--- config.mk ---
export PLATFORM = sky130hd
export DESIGN_NAME = btn_debounce_latch
export DESIGN_NICKNAME = d
export VERILOG_FILES = /design/src/rtl/btn_debounce_latch.sv
export SDC_FILE = /design/constraint.sdc
export NUM_CORES = 1
export LEC_CHECK = 0
export CORE_AREA = 2 2 181 94
export DETAILED_ROUTE_END_ITERATION = 7
export DIE_AREA = 0 0 183 96
export PLACE_DENSITY_LB_ADDON = 0.05
export SYNTH_ARGS = -nofsm -noshare
export SYNTH_HDL_FRONTEND = slang
export SYNTH_SLANG_ARGS = --single-unit
--- constraint.sdc ---
create_clock -name clk -period 2.24 [get_ports clk]
set_input_delay 0.336 -clock clk [delete_from_list [all_inputs] [get_ports clk]]
set_output_delay 0.336 -clock clk [all_outputs]
set_load 0.005 [all_outputs]
--- src/rtl/btn_debounce_latch.sv ---
// Four debounced push-buttons; each debounced press latches its 4-bit slide-switch group into the LEDs.
// All raw inputs are double-synchronized, and every output comes straight from a register.
module btn_debounce_latch #(
  parameter int DEBOUNCE_CYCLES = 500000
) (
  input  logic        clk,
  input  logic        rst,
  input  logic [3:0]  btn,
  input  logic [15:0] sw,
  output logic [15:0] led,
  output logic [3:0]  btn_stable,
  output logic [3:0]  press_pulse
);

  localparam int             CNT_W   = $clog2(DEBOUNCE_CYCLES);
  localparam logic [CNT_W-1:0] CNT_MAX = CNT_W'(DEBOUNCE_CYCLES - 1);

  logic [3:0]       r_btn_sync1;
  logic [3:0]       r_btn_sync2;
  logic [15:0]      r_sw_sync1;
  logic [15:0]      r_sw_sync2;
  logic [CNT_W-1:0] r_cnt [4];
  logic [3:0]       r_btn_stable;
  logic [3:0]       r_press_pulse;
  logic [15:0]      r_led;

  logic [3:0]       w_differ;
  logic [3:0]       w_expire;
  logic [3:0]       w_press;

  // A button commits its new level on the DEBOUNCE_CYCLES-th consecutive disagreeing cycle.
  always_comb begin
    w_differ = r_btn_sync2 ^ r_btn_stable;
    w_expire = 4'h0;
    for (int k = 0; k < 4; k++) begin
      w_expire[k] = w_differ[k] && (r_cnt[k] == CNT_MAX);
    end
    w_press = w_expire & r_btn_sync2;
  end

  always_ff @(posedge clk) begin
    if (rst) begin
      r_btn_sync1   <= 4'h0;
      r_btn_sync2   <= 4'h0;
      r_sw_sync1    <= 16'h0000;
      r_sw_sync2    <= 16'h0000;
      r_btn_stable  <= 4'h0;
      r_press_pulse <= 4'h0;
      r_led         <= 16'h0000;
      for (int k = 0; k < 4; k++) begin
        r_cnt[k] <= '0;
      end
    end else begin
      r_btn_sync1   <= btn;
      r_btn_sync2   <= r_btn_sync1;
      r_sw_sync1    <= sw;
      r_sw_sync2    <= r_sw_sync1;
      r_press_pulse <= w_press;
      for (int k = 0; k < 4; k++) begin
        if (!w_differ[k] || w_expire[k]) begin
          r_cnt[k] <= '0;
        end else begin
          r_cnt[k] <= r_cnt[k] + CNT_W'(1);
        end
        if (w_expire[k]) begin
          r_btn_stable[k] <= r_btn_sync2[k];
        end
        if (w_press[k]) begin
          r_led[4*k +: 4] <= r_sw_sync2[4*k +: 4];
        end
      end
    end
  end

  assign led         = r_led;
  assign btn_stable  = r_btn_stable;
  assign press_pulse = r_press_pulse;

endmodule

Word-level counts from Yosys, hierarchy flattened
Memories as Yosys holds them, arrays and structs flattened.
Index checks and enable logic that the tools add are counted.
{ "op_classes": {"bitwise": 10, "n_reduce_logical": 12, "eq_ne": 4, "muxes": 34, "add_sub_neg": 4} }
{ "op_table": {"columns": ["op", "n"], "rows": [
  ["two-way mux 19 bit", 8],
  ["adder 19 x 1 -> 19 bit, second input constant", 4],
  ["== test 19 bit, second input constant", 4],
  ["two-way mux 1 bit", 26],
  ["bitwise OR 1 bit", 8],
  ["AND 4 bit", 1],
  ["logical AND 1 bit", 4],
  ["logical NOT 1 bit", 4],
  ["logical OR 1 bit", 4],
  ["XOR 4 bit", 1]
]} }
{ "word_totals": {"register_bits": 64, "elab_cells": 78, "ramBits": 76, "inputBits": 22, "n_memories": 1, "out_inout_bits": 24} }
{ "memory_table": {"columns": ["name", "depth", "width", "rd", "rd_clocked_by_memory_dff", "write_ports", "line", "source"], "rows": [
  ["r_cnt", 4, 19, 4, 0, 4, "22", "logic [CNT_W-1:0] r_cnt [4];"]
]} }

Longest topological paths before layout
{ "depth": {"ltp_word": 8, "depth_mapped": 9, "ltp_nobuf": 5} }

Worst setup path after synthesis
Ideal clock, no wire load.
{ "synth_path": {"path_type": "register -> register", "startpoint": "mem r_cnt[1][0] in the netlist's numbering", "endpoint": "mem r_cnt[1][11] in the netlist's numbering (data pin)", "required_ns": 1.986, "stages_incl_launch_ff": 8, "period_less_slack_ns": 2.067, "arrival_ns": 1.812, "setup_ns": 0.254, "setup_slack_ns": 0.173, "path_buffers": 2, "cell_sequence": "edfxtp_1 -> ha_1 -> nand4_4 -> or4_1 -> buf_2 -> o21ai_4 -> buf_6 -> nor2_1"} }
{ "synth_lines": {"columns": ["element", "line"], "rows": [
  ["start: declaration", "22"]
]} }

==> metrics <==
startpoint types flop; P_int 0.004701 W; reg2reg start r_cnt[1][1]; CP max stage cell or4_1; vias in the first global route 4,400; Final Instance Count excl. Fillers 972; R2R depth 6; crit-path max FO 17; clk_skew 0.009606 ns; Crit Path Class reg2reg; flops & latches, synth 140; htree depth 4; leakage power 2.814 nW; GRT Total Usage 16.67%; placer's final routability congestion estimate 0.8138; R2R Setup Slk 0.19 ns; slowest stage delay, CP 0.57 ns; worst hold path depth 2; CTS Sinks 140; # DRC 0; Worst Setup SP r_cnt[1][1]; site row count 33; Required @ worst endpoint 2.41 ns; Min-Delay Startpoint rst; TritonCTS clock tree done; final WL 13,380 um; # Post-CTS Setup Buffers 0; WP data arrival 2.22 ns; DRT Pass-1 Iters 5; Die Footprint 17,570 um2; PnR worst setup slack 0.1872 ns; violation count after the first detailed-route iteration 366; largest net degree at the start of global routing 28; Final period util 91.64%; Mapped Area 6332 um2; Synth Flop Type edfxtp_1; CTS root buffer clkbuf_16; Logic pwr share 4.1%; fraction of layout cells with a size suffix above 1 9.580%; Sw Ratio 21.56%; Synth async-reset ratio 0%; Synth Warn # 0; initial core utilization 39.53%; antenna violations before repair 0; CP cell instances ha_1 > nand4_4 > or4_1 > o21ai_4 > buf_12 > nor2_1; RSZ-0062 raised after global routing no; fmax 487.1 MHz; Mapped Cells 601; Clock transition at path regs 0.06 ns; io pins 46; Slew headroom 58.55%; Seq/Total Area, Yosys 56.27%; sw power 0.001292 W; DP Wirelength 9850 um; Vias 4,684; core area 16,020 um2; VDD IR max 0.5205 mV; die height 96 um; Slew @ Worst Pin 0.6160 ns; CTS-repair resized insts 0; hold-fix buffers at CTS 0; Crit. End Element flop; Post-Place Worst Slack 0.1875 ns; clk_lat worst skew 0.42 ns; fin util 50.52%; via/cell ratio 4.819; Routed WL per cell 13.77 um; status complete, no violations; number of diodes 0; total power divided by cell area 740.5 nW/um2; setup_tns 0 ns; number of max-cap violations 0; Max Slew Vio Count 0; Inst Count DP 940; library cells used by synthesis 45; Routed Antenna Nets 0; PortBufs 45; Die Width 183 um; Max clock buf depth 2; final setup fails 0; part of the power in registers 48.2%; Final min period 2.053 ns; Final Hold Vio Count 0; area grow syn2layout 27.80%; total clock buffers created by CTS 17; min-delay worst type in2reg; first-pass GRT wire length 22,470 um; GRT overflow 0; Final nets 775; number of flops mapped to enable cells by yosys 76; syn avg cell area 10.54 um2; clock power share 47.8%
==> area by class of cell <==
| type | count | area (um2) |
|---|---|---|
| sequential | 140 | 3563 |
| clock buffer | 24 | 534.3 |
| multi-input combinational | 504 | 2909 |
| timing repair buffer | 74 | 700.7 |
| tap | 210 | 262.8 |
| clock inverter | 8 | 77.57 |
| inverter | 12 | 45.04 |
| fill | 1475 | 7928 |
==> cells in the final DEF, fill, tap and decap left out, types with 2 or more instances in the layout <==
master,instances
clkinvlp_4,2
clkdlybuf4s50_1,44
nor3_1,19
buf_12,3
nand2_1,20
nand4_4,2
buf_4,26
nor2_1,80
nand4b_1,2
or3_1,6
clkbuf_16,19
nand4_2,2
and4_1,7
and2_1,4
and3_1,4
ha_1,4
conb_1,76
inv_1,12
o21ai_0,26
edfxtp_1,76
xnor2_1,44
nor4b_1,9
nand3_1,36
o21ai_2,2
nor4_1,17
or4_1,4
clkinv_2,3
dfxtp_1,64
a21oi_1,28
clkbuf_8,4
nor2b_1,45
mux2i_1,2
xor2_1,17
and4bb_2,2
nand4_1,34
==> state kept, by name (all words and copies together) (netlist names) <==
| name | cells |
|---|---|
| r_sw_sync1 | 16 |
| r_btn_sync2 | 4 |
| r_btn_sync1 | 4 |
| btn_stable | 4 |
| press_pulse | 4 |
| r_sw_sync2 | 16 |
| led | 16 |
| r_cnt | 76 |
==> logic make-up (layout without fill, tap and decap cells) <==
kind of cell	Yosys count	after routing	synth area share, %
AND/OR/NAND/NOR	298	298	26.26
flip-flops	140	140	56.27
AO/OA/AOI/OAI	63	63	5.631
XOR/XNOR	61	61	8.437
buffers and inverters	32	118	2.233
adder cells (fa/ha/maj)	4	4	0.7904
multiplexers	2	2	0.3162
other	1	76	0.05922
==> worst max-delay path, delay by kind of cell (launching register included) <==
family | cells | cell delay [ns]
buffers and inverters | 1 | 0.16
DFF | 1 | 0.39
AOI/OAI and AO/OA | 1 | 0.17
adders and majority gates | 1 | 0.27
and+or+nand+nor | 3 | 0.80
==> layer usage <==
layer	vias to the layer above	track usage [%]	part of all wire, %
met3	11	4.540	5.0
met4	0	5.000	0.82
met2	108	22.00	38
met1	2164	25.86	57
li1	2401	-	-
met5	-	0	0
==> power by group through the flow <==
stage | sequential, W | combinational [W] | clock (W)
global route | 0.00290 | 0.000278 | 0.00305
detailed placement | 0.00294 | 0.000241 | 0
global placement | 0.00294 | 0.000241 | 0
floorplan | 0.00291 | 0.000157 | 0
finish | 0.00289 | 0.000245 | 0.00286
CTS | 0.00288 | 0.000243 | 0.00293
==> cell usage after synthesis (2+ instances only) <==
cell type | number | area share [%]
a21oi_1 | 28 | 2.2
and2_1 | 4 | 0.40
and3_1 | 4 | 0.40
and4_1 | 7 | 0.97
and4bb_2 | 2 | 0.40
buf_2 | 4 | 0.32
buf_4 | 2 | 0.24
clkbuf_1 | 12 | 0.71
dfxtp_1 | 64 | 20
edfxtp_1 | 76 | 36
ha_1 | 4 | 0.79
inv_1 | 12 | 0.71
mux2i_1 | 2 | 0.32
nand2_1 | 20 | 1.2
nand3_1 | 36 | 2.8
nand4_1 | 34 | 3.4
nand4_2 | 2 | 0.40
nand4_4 | 2 | 0.67
nand4b_1 | 2 | 0.28
nor2_1 | 80 | 4.7
nor2b_1 | 45 | 4.4
nor3_1 | 19 | 1.5
nor4_1 | 17 | 1.7
nor4b_1 | 9 | 1.2
o21ai_0 | 26 | 2.1
o21ai_2 | 2 | 0.28
or3_1 | 6 | 0.59
or4_1 | 4 | 0.47
xnor2_1 | 44 | 6.1
xor2_1 | 17 | 2.4
==> final timing paths <==
kind / endpoint
setup / recovery: r_cnt[1][6]
hold / removal: r_sw_sync2[15]
setup reg to reg: r_cnt[1][6]
hold reg to reg: r_sw_sync2[8]
==> through the flow <==
step                power [W]  hold slack, ns  instance area (um2)
floorplan            0.003070          0.4138                 6614
global placement     0.003178          0.4241                 7481
detailed placement   0.003181          0.4266                 7481
CTS                  0.006060          0.2659                 8093
global route         0.006227          0.2819                 8093
finish               0.005993          0.2713                 8093
Note: power is estimated with default switching activity, not from simulation.
